### src/rtl/rv32i_types.sv
// Shared RV32I types: machine word plus the L1/L2 arbiter state and operation encodings.
package rv32i_types;

  typedef logic [31:0] rv32i_word;

  typedef enum logic [1:0] {
    IDLE,
    GRANT,
    BUSY,
    DONE
  } arb_state_t;

  typedef enum logic [1:0] {
    I_READ,
    D_READ,
    D_WRITE
  } arb_op_t;

  // SRC_D encodes as 0 so a cleared last_grant lets the I-cache win the first tie.
  typedef enum logic {
    SRC_D = 1'b0,
    SRC_I = 1'b1
  } arb_src_t;

endpackage

### src/rtl/l1_arb_pick.sv
// Combinational round-robin pick between the I-cache and D-cache requests.
module l1_arb_pick
  import rv32i_types::*;
(
  input  logic     i_req,
  input  logic     d_req,
  input  arb_src_t last_grant,
  output logic     valid,
  output arb_src_t winner
);

  always_comb begin
    valid  = i_req | d_req;
    winner = SRC_I;
    // On a tie the side that did not win last time goes next.
    if (i_req && d_req) winner = (last_grant == SRC_I) ? SRC_D : SRC_I;
    else if (d_req)     winner = SRC_D;
  end

endmodule

### src/rtl/register.sv
// Generic load-enabled register with asynchronous active-low clear.
module register #(
  parameter int WIDTH = 32
) (
  input  logic             clk,
  input  logic             reset_n,
  input  logic             load,
  input  logic [WIDTH-1:0] d,
  output logic [WIDTH-1:0] q
);

  always_ff @(posedge clk or negedge reset_n) begin
    if (!reset_n) q <= '0;
    else if (load) q <= d;
  end

endmodule

### src/rtl/l1_arbiter.sv
// Shares the single L2 port between the I-cache and D-cache, one transaction at a time,
// with address and write data latched at grant so L2 sees stable values.
module l1_arbiter
  import rv32i_types::*;
#(
  parameter int LINE_W = 256,
  parameter int ADDR_W = $bits(rv32i_word)
) (
  input  logic              clk,
  input  logic              reset_n,
  input  logic              icache_read,
  input  logic [ADDR_W-1:0] icache_addr,
  output logic [LINE_W-1:0] icache_rdata,
  output logic              icache_resp,
  input  logic              dcache_read,
  input  logic              dcache_write,
  input  logic [ADDR_W-1:0] dcache_addr,
  input  logic [LINE_W-1:0] dcache_wdata,
  output logic [LINE_W-1:0] dcache_rdata,
  output logic              dcache_resp,
  output logic              l2_read,
  output logic              l2_write,
  output logic [ADDR_W-1:0] l2_addr,
  output logic [LINE_W-1:0] l2_wdata,
  input  logic [LINE_W-1:0] l2_rdata,
  input  logic              l2_resp
);

  arb_state_t        state, next_state;
  arb_src_t          winner_q, last_grant, pick_winner;
  arb_op_t           op_q, grant_op;
  logic              pick_valid;
  logic              load_addr, load_wdata, load_rdata;
  logic [ADDR_W-1:0] grant_addr;
  logic [LINE_W-1:0] rdata_reg;

  l1_arb_pick u_pick (
    .i_req     (icache_read),
    .d_req     (dcache_read | dcache_write),
    .last_grant(last_grant),
    .valid     (pick_valid),
    .winner    (pick_winner)
  );

  // Every L2/L1 strobe decodes from state and op_q only, never from request inputs.
  always_comb begin : state_actions
    load_addr    = 1'b0;
    load_wdata   = 1'b0;
    load_rdata   = 1'b0;
    l2_read      = 1'b0;
    l2_write     = 1'b0;
    icache_resp  = 1'b0;
    dcache_resp  = 1'b0;
    grant_addr   = (winner_q == SRC_I) ? icache_addr : dcache_addr;
    grant_op     = (winner_q == SRC_I) ? I_READ : (dcache_write ? D_WRITE : D_READ);
    unique case (state)
      GRANT: begin
        load_addr  = 1'b1;
        load_wdata = (grant_op == D_WRITE);
      end
      BUSY: begin
        l2_read    = (op_q != D_WRITE);
        l2_write   = (op_q == D_WRITE);
        load_rdata = l2_resp && (op_q != D_WRITE);
      end
      DONE: begin
        icache_resp = (op_q == I_READ);
        dcache_resp = (op_q != I_READ);
      end
      default: ;
    endcase
  end

  always_comb begin : next_state_logic
    next_state = state;
    unique case (state)
      IDLE:    if (pick_valid) next_state = GRANT;
      GRANT:   next_state = BUSY;
      BUSY:    if (l2_resp) next_state = DONE;
      DONE:    next_state = IDLE;
      default: next_state = IDLE;
    endcase
  end

  always_ff @(posedge clk or negedge reset_n) begin : state_register
    if (!reset_n) begin
      state      <= IDLE;
      winner_q   <= SRC_D;
      op_q       <= I_READ;
      last_grant <= SRC_D;
    end else begin
      state <= next_state;
      if (state == IDLE && pick_valid) winner_q <= pick_winner;
      if (state == GRANT) begin
        op_q       <= grant_op;
        last_grant <= winner_q;
      end
    end
  end

  register #(.WIDTH(ADDR_W)) u_addr_reg (
    .clk(clk), .reset_n(reset_n), .load(load_addr), .d(grant_addr), .q(l2_addr)
  );

  register #(.WIDTH(LINE_W)) u_wdata_reg (
    .clk(clk), .reset_n(reset_n), .load(load_wdata), .d(dcache_wdata), .q(l2_wdata)
  );

  register #(.WIDTH(LINE_W)) u_rdata_reg (
    .clk(clk), .reset_n(reset_n), .load(load_rdata), .d(l2_rdata), .q(rdata_reg)
  );

  assign icache_rdata = rdata_reg;
  assign dcache_rdata = rdata_reg;

endmodule

### config.mk
export PLATFORM = sky130hd
export DESIGN_NAME = l1_arbiter
export DESIGN_NICKNAME = d
export VERILOG_FILES = /design/src/rtl/rv32i_types.sv /design/src/rtl/l1_arb_pick.sv /design/src/rtl/register.sv /design/src/rtl/l1_arbiter.sv
export SDC_FILE = /design/constraint.sdc
export NUM_CORES = 1
export LEC_CHECK = 0
export CAP_MARGIN = 20
export CORE_AREA = 2 2 546 548
export DETAILED_ROUTE_END_ITERATION = 8
export DIE_AREA = 0 0 548 550
export GPL_TIMING_DRIVEN = 1
export PLACE_DENSITY_LB_ADDON = 0.1
export SLEW_MARGIN = 0
export SYNTH_ARGS = -nofsm -noshare
export SYNTH_HDL_FRONTEND = slang
export SYNTH_SLANG_ARGS = --single-unit
export TNS_END_PERCENT = 100
### constraint.sdc
create_clock -name clk -period 2 [get_ports clk]
set_input_delay 0.4 -clock clk [delete_from_list [all_inputs] [get_ports clk]]
set_output_delay 0.4 -clock clk [all_outputs]
set_load 0.02 [all_outputs]
==> flow_summary.toml, run 1 <==
[global_route]
grt_first_pass_wirelength_mm = 212.1
grt_max_degree = 70
grtUsageTotal_pct = 10.80
grt_pass1_vias = 18950
antenna_found_initial = 111
grt_overflow = 0

[critical_path]
max_stage_delay_ns = 0.40
worstPathMaxFanout = 3
critPathSlowestCell = "dfrtp_1"
r2r_setup_slack_ns = 0.06
cp_num_buf_inv = 4
required_ns = 1.60
end_kind = "primary output"
worstPathArrival_ns = 1.83
worstSetupPathType = "reg -> out"
cpMostUsedCell = "inv_2"
path_delay_family = "flip-flops"
worstSetupStartpointType = "flip-flop"
crit_chain = "inv_2 -> ha_4 -> buf_6 -> inv_2 -> nor2_4 -> buf_12"

[logic_synthesis]
synth-main-ff-cell = "dfrtp_1"
synth_edf_count = 0
synth.cell_area_mm2 = 0.02467
yosysWarnings = 0
synth_top_area_cell = "dfrtp_1"
synth.area.top_cells = "dfrtp_1, mux2_4, buf_4, buf_6, mux2_2"
ys_ff_latch = 550
avgSynthCellArea_um2 = 16.34
postSynth.asyncResetShare_pct = 100.0
ys_seq_area_share_pct = 55.78
ys_types = 24
yosysMostFrequentCell = "dfrtp_1"
synth_cells = 1510
yosysTopAreaCellShare_pct = 55.78
synth_commonest_cells = "dfrtp_1, mux2_4, buf_4, buf_6, mux2_2"
syn_nets = 2097

[finish]
final_area_mm2 = 0.04496
drive_above_1_share_pct = 55.30
final_nets = 3389
final_util_pct = 15.21
area_delta_synth_final_pct = 82.22
ff_latch_area_mm2 = 0.01391
multi_input_area_mm2 = 0.008377
n_fill_cell = 32890

[status]
violations = "setup timing"
status = "finished with violations"

[routing]
vias_per_cell = 2.540
first_pass_iters = 4
drtAntennaViolNets = 0
wl_per_cell_um = 24.63
drtIter0Drc = 546
wirelength_mm = 168.8
drc = 0
route.vias.total = 17410

[timing]
relSlewSlack_pct = 63.37
fmax_mhz = 448.7
tightest_slew_ns = 0.5495
min_period_ns = 2.229
setup_ws_ns = -0.2286
skew_ns = 0.04643
tns_ns = -0.7929
rsz0062_at_grt = "true"
finalSetupViolations = 4
finalMaxSlewViolations = 0
min_period_over_period_pct = 111.4
hold_viol_final = 0

[clocking]
cts_tree = "built"
htreeDepth = 3
clk_pin_slew_worst_paths_ns = 0.07
root_buffer = "clkbuf_16"
clk_latency_ns = 0.80
cts_made_buffers = 92
cts.sinks = 550
clock_path_buffers = 4

[place]
hpwl_mm = 140.6
place_area_mm2 = 0.04195
gp_congestion = 0.7289
numPortBuffers = 1385
pre_cts_ws_ns = -0.3514

[die]
die_x_um = 548
dieArea_mm2 = 0.3014
die_h_um = 550
row_count = 200
core_mm2 = 0.2955
boundaryPins = 1386
start_util_pct = 8.348

[power_and_ir_drop]
finalPower_w = 0.08193
p_leak_nw = 19.67
power.internal_w = 0.04730
p_sw_share_pct = 42.26
ir_drop_mv = 0.6962
cellPowerDensity_mw_per_mm2 = 1822
pwr-share-comb_pct = 51.9
switchingPower_w = 0.03463
seq_power_share_pct = 28.2
clkPwrFrac_pct = 19.9

[run]
drv_cap = 0

[worst_hold_path]
worst_hold_path_type = "in -> reg"
## cell families after synthesis
family                     Yosys count  share of synthesized area [%]
DFF                                550                          55.78
buffers and inverters              329                          10.55
muxes                              547                          31.80
AOI/OAI and AO/OA                   39                         0.8418
and+or+nand+nor                     40                         0.7658
adders and majority gates            5                         0.2536
## cells in the final DEF, fill, tap and decap left out, drive strengths merged, types with 5 or more instances in the layout
| cell type | netlist | routed |
|---|---|---|
| bufinv | 0 | 5 |
| mux2 | 515 | 515 |
| a21oi | 33 | 33 |
| dlygate4sd2 | 0 | 36 |
| clkbuf | 4 | 148 |
| nor2 | 34 | 34 |
| clkdlybuf4s50 | 0 | 580 |
| dfrtp | 550 | 550 |
| inv | 5 | 6 |
| buf | 320 | 430 |
| ha | 5 | 5 |
| clkinv | 0 | 25 |
| diode | 0 | 47 |
| clkdlybuf4s15 | 0 | 452 |
| mux2i | 32 | 32 |
## power by group through the flow
stage | Combinational, W | Sequential, W | Clock (W)
2_1_floorplan | 0.0191 | 0.0274 | 0
3_3_place_gp | 0.0467 | 0.0235 | 0
3_5_place_dp | 0.0464 | 0.0235 | 0
4_1_cts | 0.0435 | 0.0236 | 0.0174
5_1_grt | 0.0448 | 0.0241 | 0.0178
6_report | 0.0425 | 0.0231 | 0.0163
## area by class of cell
cell class	count	share of cell area, %
diodes	47	0.2616
clock buffers	126	5.828
clock inverters	34	0.7960
inverters	5	0.04175
multi-input cells	631	18.63
flip-flops and latches	550	30.95
well taps	3939	10.96
repair buffers	1522	32.53
## routing by layer
layer / track usage, % / vias up / share of wire (%)
li1: - / 7622 / -
met1: 11.39 / 8433 / 36
met2: 18.81 / 1053 / 49
met3: 5.506 / 262 / 12
met4: 2.890 / 42 / 2.6
met5: 0 / - / 0.16
## per-stage QoR
stage / hold WS (ns) / cells
3_3_place_gp: 0.3049 / 6599
5_1_grt: 0.1049 / 6812
6_report: 0.1791 / 6854
3_5_place_dp: 0.3095 / 6599
4_1_cts: 0.05048 / 6802
2_1_floorplan: 0.1044 / 1510
## sequential cells by signal, summed over array words and instances, names as in the netlist
register / flops
state: 2
op_q: 2
last_grant: 1
u_addr_reg.q: 32
u_rdata_reg.q: 256
winner_q: 1
u_wdata_reg.q: 256
## worst reg2reg max path, stage by stage (launching register included)
cell,delay (ns)
dfrtp_1,0.40
buf_6,0.13
buf_4,0.14
ha_4,0.18
nand3b_4,0.12
buf_12,0.23
buf_12,0.25
mux2_2,0.37
## repair_timing
action / CTS / global route
setup endpoints to repair: 759 / 58
buffers inserted: 41 / 4
endpoints found under the hold margin: 411 / 0
cloned: 0 / 2
gates resized for setup: 2571 / 34
pin swaps: 3 / 0
hold buffers: 2 / 0
## path summary, 6_finish.rpt
check | start | endpoint | cells past startpoint
setup / recovery | state[0] | l2_write | 6
hold / removal | dcache_wdata[6] | u_wdata_reg.q[6] | 2
setup reg to reg | state[0] | u_wdata_reg.q[11] | 7
hold reg to reg | u_wdata_reg.q[246] | u_wdata_reg.q[246] | 1
max in group asynchronous | reset_n | u_wdata_reg.q[103] | 3
min in group asynchronous | reset_n | u_wdata_reg.q[1] | 3
No activity file was read; power rests on OpenSTA's default activity.
==> inputs of run 2 (changes only) <==
Settings changed: CORE_AREA 2 2 546 548 to 2 2 532 534, DIE_AREA 0 0 548 550 to 0 0 534 536, DONT_BUFFER_PORTS set to 1, PLACE_DENSITY set to 0.3, PLACE_DENSITY_LB_ADDON 0.1 to not set.
==> run 2 against run 1 <==
  * The run ends with hold timing, setup timing left
  * Non-clock buffer count is 848 lower
  * Die area fell by 5.0%
  * Register-to-register slack about the same
  * Combinational power down 61%
  * Wire length is 0.38% higher
  * Clock skew grew 0.034 ns
  * Worst setup slack better by 0.0067 ns
  * Via count is 14% lower
==> flow_summary.toml, run 2 (synthesized netlist as in run 1, its figures left out) <==
[timing]
hold_viol_final = 265
finalMaxSlewViolations = 0
skew_ns = 0.08057
setup_ws_ns = -0.2220
fmax_mhz = 450.1
min_period_ns = 2.222
tns_ns = -0.7319
finalSetupViolations = 4
whs_ns = -0.7154
relSlewSlack_pct = 12.49
tightest_slew_ns = 1.313
min_period_over_period_pct = 111.1
rsz0062_at_grt = "true"

[die]
core_mm2 = 0.2808
start_util_pct = 8.786
die_x_um = 534
row_count = 195
boundaryPins = 1386
dieArea_mm2 = 0.2862
die_h_um = 536

[routing]
wl_per_cell_um = 29.20
vias_per_cell = 2.584
route.vias.total = 15000
wirelength_mm = 169.5
drtIter0Drc = 611
drc = 0
drtAntennaViolNets = 0
first_pass_iters = 4

[global_route]
grt_pass1_vias = 15960
grt_max_degree = 551
antenna_found_initial = 157
grt_first_pass_wirelength_mm = 204.4
grtUsageTotal_pct = 11.28
grt_overflow = 0

[critical_path]
r2r_setup_slack_ns = 0.05
worstSetupPathType = "reg -> out"
startpoint = "state[0]"
r2r-end = "u_wdata_reg.q[170]"
required_ns = 1.60
ff2ff_path_depth = 9
worstPathArrival_ns = 1.82
worstPathMaxFanout = 2
r2r-start = "state[1]"
worstSetupStartpointType = "flip-flop"
end_kind = "primary output"

[place]
pre_cts_ws_ns = -0.01675
hpwl_mm = 140.6
numPortBuffers = 0
gp_congestion = 0.8042
place_area_mm2 = 0.02752

[clocking]
clk_pin_slew_worst_paths_ns = 0.06
cts_made_buffers = 88
cts.sinks = 550
root_buffer = "clkbuf_16"
htreeDepth = 3
cts_tree = "built"
cts_hold_buf = 580
clock_path_buffers = 4
clk_latency_ns = 0.80

[status]
violations = "hold timing, setup timing"
status = "finished with violations"

[finish]
reg.largest.list = "u_rdata_reg.q x256, u_wdata_reg.q x256, u_addr_reg.q x32"
layout_common_cells = "dlygate4sd3_1, mux2_4, dfrtp_1"
layout_commonest_cell = "dlygate4sd3_1"
area_delta_synth_final_pct = 50.91
ff_latch_area_mm2 = 0.01398
final_nets = 2537
final_area_mm2 = 0.03723
drive_above_1_share_pct = 45.88
n_fill_cell = 31340
multi_input_area_mm2 = 0.008388

[power_and_ir_drop]
p_leak_nw = 15.85
ir_drop_mv = 0.7248
cellPowerDensity_mw_per_mm2 = 1940

[worst_hold_path]
worst_hold_path_type = "in -> async"

[run]
drv_cap = 0
[run 2: changes by cell type in the layout (fill, tap and decap cells not counted), moves of 53 or more]
cell / before / now
clkdlybuf4s15_2: 353 / 0
dfrtp_2: 119 / 172
buf_2: 224 / 0
clkdlybuf4s50_1: 580 / 0
dlygate4sd3_1: 2 / 580
buf_4: 133 / 47
dfrtp_1: 431 / 378
clkdlybuf4s15_1: 99 / 0
[run 2: report_power, final]
group          leakage [nW]  switching (W)  internal [W]
sequential             6.34         0.0227        0.0170
clock                  1.44        0.00626       0.00982
combinational          8.08        0.00562        0.0109
[run 2: what timing repair did]
action | 4_1_cts | 5_1_grt
setup endpoints to repair | 270 | 334
pin swaps | 2 | 5
setup buffers | 6 | 12
hold endpoints to repair | 1098 | 265
resized for setup | 187 | 20
cloned | 0 | 10
[run 2: how the worst max path moves through the flow]
stage,endpoint,slack [ns],depth (start not counted)
after CTS,icache_resp,-0.34,4
after global routing,icache_resp,-0.36,4
after global placement,u_wdata_reg.q[167],-0.03,6
final,icache_resp,-0.22,4
after floorplan,u_wdata_reg.q[100],0.35,7
after detailed placement,u_wdata_reg.q[202],-0.02,6
[run 2: worst max-delay path, stage by stage, from the launching register on]
cell and delay [ns]:
dfrtp_1 0.38, buf_6 0.12, ha_4 0.16, nor3b_4 0.23, buf_6 0.16
[run 2: area by class of cell]
cell class                 count  share of cell area (%)
clock buffer                 121                   6.677
sequential                   550                   37.54
multi-input combinational    631                   22.53
timing repair buffer         674                   19.10
inverter                       5                 0.05713
tap                         3743                   12.58
antenna                       47                  0.3159
clock inverter                33                   1.200
[run 2: stage by stage]
| stage | std cells | hold slack, ns | total power, W | utilization [%] |
|---|---|---|---|---|
| 2_1_floorplan | 1510 | 0.1044 | 0.04648 | - |
| 3_3_place_gp | 4994 | 0.1173 | 0.05467 | 9.800 |
| 3_5_place_dp | 4994 | 0.1194 | 0.05468 | 9.800 |
| 4_1_cts | 5734 | -0.8206 | 0.07361 | 13.03 |
| 5_1_grt | 5783 | -0.7818 | 0.07628 | 13.24 |
| 6_report | 5804 | -0.7154 | 0.07225 | 13.26 |
[run 2: metal layers]
metal	GRT usage, %	share of wire, %	vias up
met3	9.096	18	410
met2	18.91	48	1227
met5	0	0.39	-
met4	4.173	4.0	104
met1	10.01	31	7336
li1	-	-	5919
